## src/rtl/mem_wb_writeback.sv

```systemverilog
// MEM/WB pipeline register and writeback formatter.
// Captures the MEM-stage result fields and drives the register-file write port
// one cycle later. Load data is byte/halfword extracted and sign/zero-extended
// here, and retirements are counted as instructions leave WB.
module mem_wb_writeback #(
   parameter int data_width   = 32,
   parameter int address_bits = 5
) (
   input  logic                    clk,
   input  logic                    reset,
   input  logic                    stall,
   input  logic                    flush,
   input  logic                    mem_valid,
   input  logic                    mem_reg_write,
   input  logic [address_bits-1:0] mem_rd,
   input  logic [1:0]              mem_result_sel,
   input  logic [2:0]              mem_funct3,
   input  logic [data_width-1:0]   mem_alu_result,
   input  logic [data_width-1:0]   mem_load_word,
   input  logic [data_width-1:0]   mem_pc_plus4,
   output logic                    write_enable,
   output logic [address_bits-1:0] write_addr,
   output logic [data_width-1:0]   write_reg_data,
   output logic                    wb_valid,
   output logic [31:0]             retire_count
);

   localparam logic [1:0] SEL_ALU  = 2'b00;
   localparam logic [1:0] SEL_LOAD = 2'b01;
   localparam logic [1:0] SEL_PC4  = 2'b10;

   localparam logic [2:0] F3_LB  = 3'b000;
   localparam logic [2:0] F3_LH  = 3'b001;
   localparam logic [2:0] F3_LBU = 3'b100;
   localparam logic [2:0] F3_LHU = 3'b101;

   // WB stage registers
   logic                    vld_p1;
   logic                    reg_write_p1;
   logic [address_bits-1:0] rd_p1;
   logic [1:0]              sel_p1;
   logic [2:0]              funct3_p1;
   logic [data_width-1:0]   alu_p1;
   logic [data_width-1:0]   load_word_p1;
   logic [data_width-1:0]   pc4_p1;
   logic [31:0]             retire_cnt;

   // Extract the addressed byte or halfword of an aligned word and extend it.
   // The halfword lane is picked by off[1] alone; misaligned halves are not
   // split across lanes. Unknown funct3 codes fall back to the whole word.
   function automatic logic [data_width-1:0] format_load(
      input logic [31:0] word,
      input logic [2:0]  f3,
      input logic [1:0]  off
   );
      logic [7:0]         byte_u;
      logic [15:0]        half_u;
      logic signed [7:0]  byte_s;
      logic signed [15:0] half_s;
      logic [data_width-1:0] res;
      case (off)
         2'd0:    byte_u = word[7:0];
         2'd1:    byte_u = word[15:8];
         2'd2:    byte_u = word[23:16];
         default: byte_u = word[31:24];
      endcase
      half_u = off[1] ? word[31:16] : word[15:0];
      byte_s = signed'(byte_u);
      half_s = signed'(half_u);
      case (f3)
         F3_LB:   res = data_width'(byte_s);
         F3_LH:   res = data_width'(half_s);
         F3_LBU:  res = data_width'(byte_u);
         F3_LHU:  res = data_width'(half_u);
         default: res = data_width'(word);
      endcase
      return res;
   endfunction

   // MEM -> WB boundary: flush squashes, stall holds, otherwise capture.
   always_ff @(posedge clk or posedge reset) begin
      if (reset) begin
         vld_p1       <= 1'b0;
         reg_write_p1 <= 1'b0;
         rd_p1        <= '0;
         sel_p1       <= '0;
         funct3_p1    <= '0;
         alu_p1       <= '0;
         load_word_p1 <= '0;
         pc4_p1       <= '0;
      end else if (flush) begin
         vld_p1 <= 1'b0;
      end else if (!stall) begin
         vld_p1       <= mem_valid;
         reg_write_p1 <= mem_reg_write;
         rd_p1        <= mem_rd;
         sel_p1       <= mem_result_sel;
         funct3_p1    <= mem_funct3;
         alu_p1       <= mem_alu_result;
         load_word_p1 <= mem_load_word;
         pc4_p1       <= mem_pc_plus4;
      end
   end

   // An instruction retires when it leaves WB; a flush of the entering
   // instruction does not stop the one already in WB from retiring.
   always_ff @(posedge clk or posedge reset) begin
      if (reset) begin
         retire_cnt <= '0;
      end else if (vld_p1 && !stall) begin
         retire_cnt <= retire_cnt + 32'd1;
      end
   end

   // Writeback data select; sel 11 aliases the ALU path.
   always_comb begin
      write_reg_data = alu_p1;
      case (sel_p1)
         SEL_ALU:  write_reg_data = alu_p1;
         SEL_LOAD: write_reg_data = format_load(load_word_p1[31:0], funct3_p1, alu_p1[1:0]);
         SEL_PC4:  write_reg_data = pc4_p1;
         default:  write_reg_data = alu_p1;
      endcase
   end

   // x0 is hardwired to zero, so writes to it are suppressed here.
   assign write_enable = vld_p1 & reg_write_p1 & (rd_p1 != '0);
   assign write_addr   = rd_p1;
   assign wb_valid     = vld_p1;
   assign retire_count = retire_cnt;

endmodule

```

## config.mk

```make
export PLATFORM = sky130hd
export DESIGN_NAME = mem_wb_writeback
export DESIGN_NICKNAME = d
export VERILOG_FILES = /design/src/rtl/mem_wb_writeback.sv
export SDC_FILE = /design/constraint.sdc
export NUM_CORES = 1
export LEC_CHECK = 0
export CAP_MARGIN = 0
export CORE_ASPECT_RATIO = 0.7
export CORE_MARGIN = 4
export CORE_UTILIZATION = 44
export DETAILED_ROUTE_END_ITERATION = 16
export PLACE_DENSITY = 0.84
export REMOVE_ABC_BUFFERS = 1
export SKIP_CTS_REPAIR_TIMING = 1
export SYNTH_ARGS = -nofsm -noshare
export SYNTH_HDL_FRONTEND = slang
export SYNTH_SLANG_ARGS = --single-unit
```

## constraint.sdc

```tcl
create_clock -name clk -period 4.4 [get_ports clk]
set_input_delay 0.44 -clock clk [delete_from_list [all_inputs] [get_ports clk]]
set_output_delay 0.44 -clock clk [all_outputs]
set_load 0.1 [all_outputs]
```

* Word-level counts from Yosys, hierarchy flattened
Index checks and enable logic that the tools add are counted.
** Cells by class
- Reductions and logical operators :: 6
- Eq/ne operators :: 8
- Muxes and demuxes :: 6
- Bitwise logic cells :: 4
- Add/subtract/negate cells :: 1
** Operators by type and width (count)
- $pmux W32 S4 :: 1
- $pmux W32 S2 :: 1
- $add A32 B1 Y32 const B :: 1
- $pmux W8 S3 :: 1
- $mux W16 :: 1
- $eq A3 B3 Y1 const B :: 2
- $reduce_bool A5 Y1 :: 1
- $eq A2 B1 Y1 const B :: 2
- $eq A2 B2 Y1 const B :: 2
- $eq A3 B1 Y1 const B :: 1
- $logic_not A3 Y1 :: 1
- $and A1 B1 Y1 :: 2
- $logic_not A2 Y1 :: 1
- $mux W1 :: 2
- $ne A2 B1 Y1 const B :: 1
- $not A1 Y1 :: 2
- $reduce_and A2 Y1 :: 1
- $logic_and A1 B1 Y1 :: 1
- $logic_not A1 Y1 :: 1
** Storage, ports and cells
- Word-level logic and storage cells :: 34
- Output and inout port bits :: 71
- Flip-flop bits (word level) :: 140
- Input port bits :: 112

* Depth between registers and ports, before layout
Gate-level depths: netlist of the first run.
- Depth in word-level cells :: 4
- Gate-level depth with buffers :: 7
- Mapped depth without buffers :: 6

* Worst setup path before layout of the first run
OpenSTA, ideal clock, no wires.
- Path type :: register -> output
- Start point :: register sel_p1[0]
- End point :: output write_reg_data[17]
- Buffers on the path :: 1
- Arrival time :: 3385 ps
- Cell stages (with the launch flop) :: 7
- Slack :: 575 ps
- Data required time :: 3960 ps
- Cells stage by stage :: dfrtp_1 > inv_1 > ha_1 > nor2b_1 > clkbuf_1 > o21ai_0 > o21ai_0
** Between the ends
- Word-level cells in the longest chain between the ends :: 2
- Elaborated cells on any way between the ends :: 3
- Classes of those cells :: eq/ne (2); mux (1)
** RTL lines
- start: declaration :: line 41 : logic [1:0] sel_p1;
- start signal: assignment :: line 97 : sel_p1 <= mem_result_sel;
- $eq A2 B2 Y1 or $eq A2 B1 Y1 (tied branches) :: line 118 : case (sel_p1)
- $pmux W32 S2 (*) :: line 118
- end: declaration :: line 23 : output logic [data_width-1:0] write_reg_data,
Every way passes the cells marked *; elsewhere a longest branch is shown, timed or not.

* Final worst setup path of the first run
- Start point :: register sel_p1[0]
- End point :: output write_reg_data[13]
The elaborated chain is that of the path after synthesis.

==> results.cfg, run 1 <==
[setup_path]
path_class = flop to primary output
cp_data_arrival_time_ns = 3.36
cpMostUsedCell = buf_4
crit_buf_inv = 3
start_kind = flop
worstPathRequired_ns = 3.96
worst_setup_path_end_kind = primary output
slowest_delay_ns = 0.66
critPathTopFamily = compound AO/OA/AOI/OAI gates
worstPathMaxFanout = 40
slowest_stage = ha_2
ff2ff_setup_slack_ns = 2.09
crit_chain = inv_1, ha_2, buf_4, nand2b_1, a21oi_1, a31oi_1, o221ai_1, buf_4

[route]
initialDrtViolationCount = 400
wl_per_cell_microns = 19.5
drtAntennaViolNets = 0
drc_errors = 0
viasPerCell = 5.51
dr.pass1.iters = 4
routed_wl_microns = 18600
vias = 5265

[synth]
synth_common_cells = dfrtp_1 (140), mux2_2 (102), nand2_1 (57), o21ai_0 (47), a21oi_1 (27)
synth-seq-area-share_pct = 53.0
yosys.area.top_type = dfrtp_1
yosysUniqueCellTypes = 42
synth_most_common_cell = dfrtp_1
synth.cell_area_sq_um = 6610
synth_area_leaders = dfrtp_1 (53%), mux2_2 (17%), o21ai_0 (3.6%)
synthesis.instances = 575
async_flop_share_pct = 100
ys_ff_latch = 140
synth_top_area_share_pct = 53.0
syn_avg_cell_area_sq_um = 11.5
synth-edff-count = 0
synth_ff_type = dfrtp_1
yosys_warnings = 0

[clock_tree]
tritoncts = done
htreeDepth = 4
clock_path_buffers = 2
clock_latency_ns = 0.41
root_buffer = clkbuf_16
cts_sinks = 140
clk_pin_slew_ns = 0.06
numCtsBuffers = 17

[power_and_ir_drop]
finalPower_mw = 4.73
p_per_area_nw_per_um2 = 520
ir_drop_mv = 0.503
p_leak_nw = 3.82

[final_layout]
final_util_pct = 61.8
nets = 862
antenna_cells = 0
fill_cells = 1166
drive_gt1_share_pct = 24.1
syn2layout_area_growth_pct = 37.8
design_area_sq_um = 9100

[timing]
fmax_mhz = 263
hold_viol_final = 0
maxSlewViolCount = 0
rsz0062_at_grt = no
worstMarginPinSlew_ns = 1.12
fin_ws_ns = 0.604
finalClockSkew_ns = 0.00892
relSlewSlack_pct = 24.9
fin_crit_sh_pct = 86.3
setup-violations-final = 0
min_period_ns = 3.80

[global_route]
grt_usage_pct = 22.1
antenna_found_initial = 1
grt_pass1_vias = 5611
overflow = 0
grt_pass1_wl_microns = 29900
grt_start_max_net_pins = 109

[run]
cap_violations = 0

[die]
die_area_sq_um = 17100
io_pins = 183
core_sq_um = 14700
start_util_pct = 44.9
die_width_microns = 154
rows = 37
die_h_microns = 111

[status]
outcome = finished clean

[place]
place_area_sq_um = 8520
io_buffers = 182
dp.final_hpwl_microns = 13300
gp_congestion = 0.837
dp_slack_ns = 1.07

[hold_path]
min_path_type = flop to flop
-- flip-flops by register name, summed over array words and instances (netlist names) --
signal,count
wb_valid,1
funct3_p1,3
load_word_p1,32
write_addr,5
sel_p1,2
pc4_p1,32
reg_write_p1,1
retire_count,32
alu_p1,32
-- cells in the final DEF, fill, tap and decap left out, drive strengths merged, types with 6 or more instances in the layout --
cell,instances
a211o,7
a21oi,28
and3,6
and3b,8
buf,37
clkbuf,17
clkdlybuf4s50,151
clkinv,6
dfrtp,140
inv,14
mux2,102
mux2i,7
nand2,58
nand3,15
nand4,7
nor2,21
o21ai,48
o221ai,15
o22ai,7
or3,8
xnor2,25
xor2,6
-- final cells by class --
| class | count | area (sq um) | area share (%) |
|---|---|---|---|
| well taps | 195 | 244 | 2.68 |
| multi-input cells | 392 | 2930 | 32.2 |
| clock inverters | 15 | 163 | 1.79 |
| inverters | 8 | 35.0 | 0.385 |
| clock buffers | 17 | 425 | 4.67 |
| repair buffers | 188 | 1800 | 19.8 |
| flip-flops and latches | 140 | 3500 | 38.5 |
-- kinds of logic (layout without fill, tap and decap cells) --
group | after synthesis | after routing | share of synthesized area, %
buf+inv | 43 | 228 | 2.82
simple gates | 141 | 141 | 11.3
fa+ha+maj | 3 | 3 | 0.568
mux | 109 | 109 | 18.4
compound gates | 108 | 108 | 9.73
flops | 140 | 140 | 53.0
xor+xnor | 31 | 31 | 4.11
-- power breakdown --
part	leakage, nW	total [mW]	switching (mW)	internal [mW]
Combinational	1.82	1.70	1.22	0.480
Sequential	1.71	1.59	0.138	1.45
Clock	0.292	1.44	0.592	0.847
Total	3.82	4.73	1.95	2.78
-- stage by stage --
stage,std cells,setup TNS [ns],hold slack (ns)
6_report,955,0,0.484
5_1_grt,955,0,0.496
4_1_cts,955,0,0.488
3_5_place_dp,923,0,0.475
3_3_place_gp,923,0,0.460
2_1_floorplan,540,-144.23,0.474
-- metal layers --
layer	part of all wire, %	vias up	track usage (%)
met1	44	2625	30.1
met2	46	212	33.4
li1	-	2405	-
met4	1.2	2	5.65
met5	0.070	-	0
met3	8.9	21	8.15
-- path summary, 6_finish.rpt --
| check | start | endpoint | cells past startpoint |
|---|---|---|---|
| min in group asynchronous | reset | write_addr[1]$_DFFE_PP0P_ | 2 |
| max | sel_p1[0]$_DFFE_PP0P_ | write_reg_data[13] | 8 |
| max in group asynchronous | reset | retire_count[24]$_DFFE_PP0P_ | 3 |
| max reg2reg | retire_count[0]$_DFFE_PP0P_ | retire_count[18]$_DFFE_PP0P_ | 5 |
| min | retire_count[31]$_DFFE_PP0P_ | retire_count[31]$_DFFE_PP0P_ | 1 |
| min reg2reg | retire_count[31]$_DFFE_PP0P_ | retire_count[31]$_DFFE_PP0P_ | 1 |
Note: power is estimated with default switching activity, not from simulation.
==> inputs of run 2 (changes only) <==
--- a/config.mk
+++ b/config.mk
@@ -8,9 +8,9 @@
 export CAP_MARGIN = 0
 export CORE_ASPECT_RATIO = 0.7
 export CORE_MARGIN = 4
-export CORE_UTILIZATION = 44
+export CORE_UTILIZATION = 40
 export DETAILED_ROUTE_END_ITERATION = 16
-export PLACE_DENSITY = 0.84
+export PLACE_DENSITY = 0.78
 export REMOVE_ABC_BUFFERS = 1
 export SKIP_CTS_REPAIR_TIMING = 1
 export SYNTH_ARGS = -nofsm -noshare
==> results.cfg, run 2 (synthesized netlist as in run 1, its figures left out) <==
[timing]
setup-violations-final = 0
fin_hold_ws_ns = 0.484
hold_viol_final = 0
relSlewSlack_pct = 27.2
worstMarginPinSlew_ns = 1.08
maxSlewViolCount = 0
fmax_mhz = 312
finalClockSkew_ns = 0.00411
min_period_ns = 3.21
rsz0062_at_grt = no
fin_crit_sh_pct = 72.9

[final_layout]
drive_gt1_share_pct = 23.4
syn2layout_area_growth_pct = 38.2
final_common_cell = clkdlybuf4s50_1
nets = 861
antenna_cells = 0
final_cell_mix = clkdlybuf4s50_1 (150), dfrtp_1 (140), mux2_2 (102)
design_area_sq_um = 9140

[route]
dr.pass1.iters = 4
drtAntennaViolNets = 0
vias = 5080
viasPerCell = 5.17
wl_per_cell_microns = 18.3
routed_wl_microns = 18000
drc_errors = 0
initialDrtViolationCount = 458

[die]
start_util_pct = 40.7
core_sq_um = 16200
io_pins = 183
die_h_microns = 116
die_area_sq_um = 18700
rows = 39
die_width_microns = 162

[clock_tree]
root_buffer = clkbuf_16
tritoncts = done
clk_pin_slew_ns = 0.06
htreeDepth = 4
cts_sinks = 140
clock_path_buffers = 2
numCtsBuffers = 17
clock_latency_ns = 0.41

[global_route]
overflow = 0
grt_pass1_wl_microns = 28800
antenna_found_initial = 1
grt_pass1_vias = 5320
grt_usage_pct = 19.7
grt_start_max_net_pins = 108

[run]
cap_violations = 0

[setup_path]
crit_buf_inv = 3
worstPathMaxFanout = 25
slowest_delay_ns = 0.73
slowest_stage = a31oi_1
worst_setup_path_end_kind = primary output
cp_data_arrival_time_ns = 2.77
crit_chain = inv_1, ha_2, nor2b_2, buf_4, a31oi_1, o221ai_1, buf_4
worstPathRequired_ns = 3.96
path_class = flop to primary output
start_kind = flop
cpMostUsedCell = buf_4
critPathTopFamily = compound AO/OA/AOI/OAI gates

[place]
place_area_sq_um = 8540
gp_congestion = 0.791
dp.final_hpwl_microns = 12500
io_buffers = 182

[power_and_ir_drop]
ir_drop_mv = 0.550
finalPower_mw = 4.73
p_leak_nw = 3.81
p_per_area_nw_per_um2 = 518

[hold_path]
min_path_type = flop to flop

[status]
outcome = finished clean
run 2: routing by layer:
metal / track usage (%) / share of wire, %
met4: 5.58 / 0.62
met1: 27.0 / 46
met5: 0 / 0.072
met3: 6.54 / 8.1
met2: 30.3 / 45
run 2: layout make-up:
class,count,area (sq um)
clock buffers,24,482
clock inverters,6,111
fillers,1379,7110
inverters,8,35.0
multi-input cells,392,2930
flip-flops and latches,140,3500
well taps,225,282
repair buffers,187,1790
run 2: worst paths after layout:
kind	cells after the start	slack, ns	endpoint	startpoint
setup / recovery	7	1.19	write_reg_data[11]	sel_p1[0]$_DFFE_PP0P_
hold / removal	1	0.48	retire_count[31]$_DFFE_PP0P_	retire_count[31]$_DFFE_PP0P_
setup reg to reg	5	2.11	retire_count[28]$_DFFE_PP0P_	retire_count[0]$_DFFE_PP0P_
hold reg to reg	1	0.48	retire_count[31]$_DFFE_PP0P_	retire_count[31]$_DFFE_PP0P_
max in group asynchronous	3	2.93	retire_count[23]$_DFFE_PP0P_	reset
min in group asynchronous	2	0.59	write_addr[4]$_DFFE_PP0P_	reset
run 2: through the flow:
step	cells	setup TNS [ns]	setup WS (ns)	util (%)
3_3_place_gp	952	0	1.66	52.6
2_1_floorplan	540	-144.23	-1.31	-
5_1_grt	982	0	0.968	56.2
6_report	982	0	1.19	56.2
3_5_place_dp	952	0	1.63	52.6
4_1_cts	982	0	1.17	56.2
run 2: where the power goes:
group / switching, mW / internal [mW] / total (mW)
Clock: 0.524 / 0.932 / 1.46
Sequential: 0.134 / 1.45 / 1.58
Combinational: 1.21 / 0.478 / 1.69
run 2: worst reg2reg max path, cell delays in order (launching register included):
cell	delay (ns)
dfrtp_1	0.45
ha_1	0.23
nand3b_4	0.12
nor4_2	0.94
nand4_1	0.25
xnor2_1	0.19
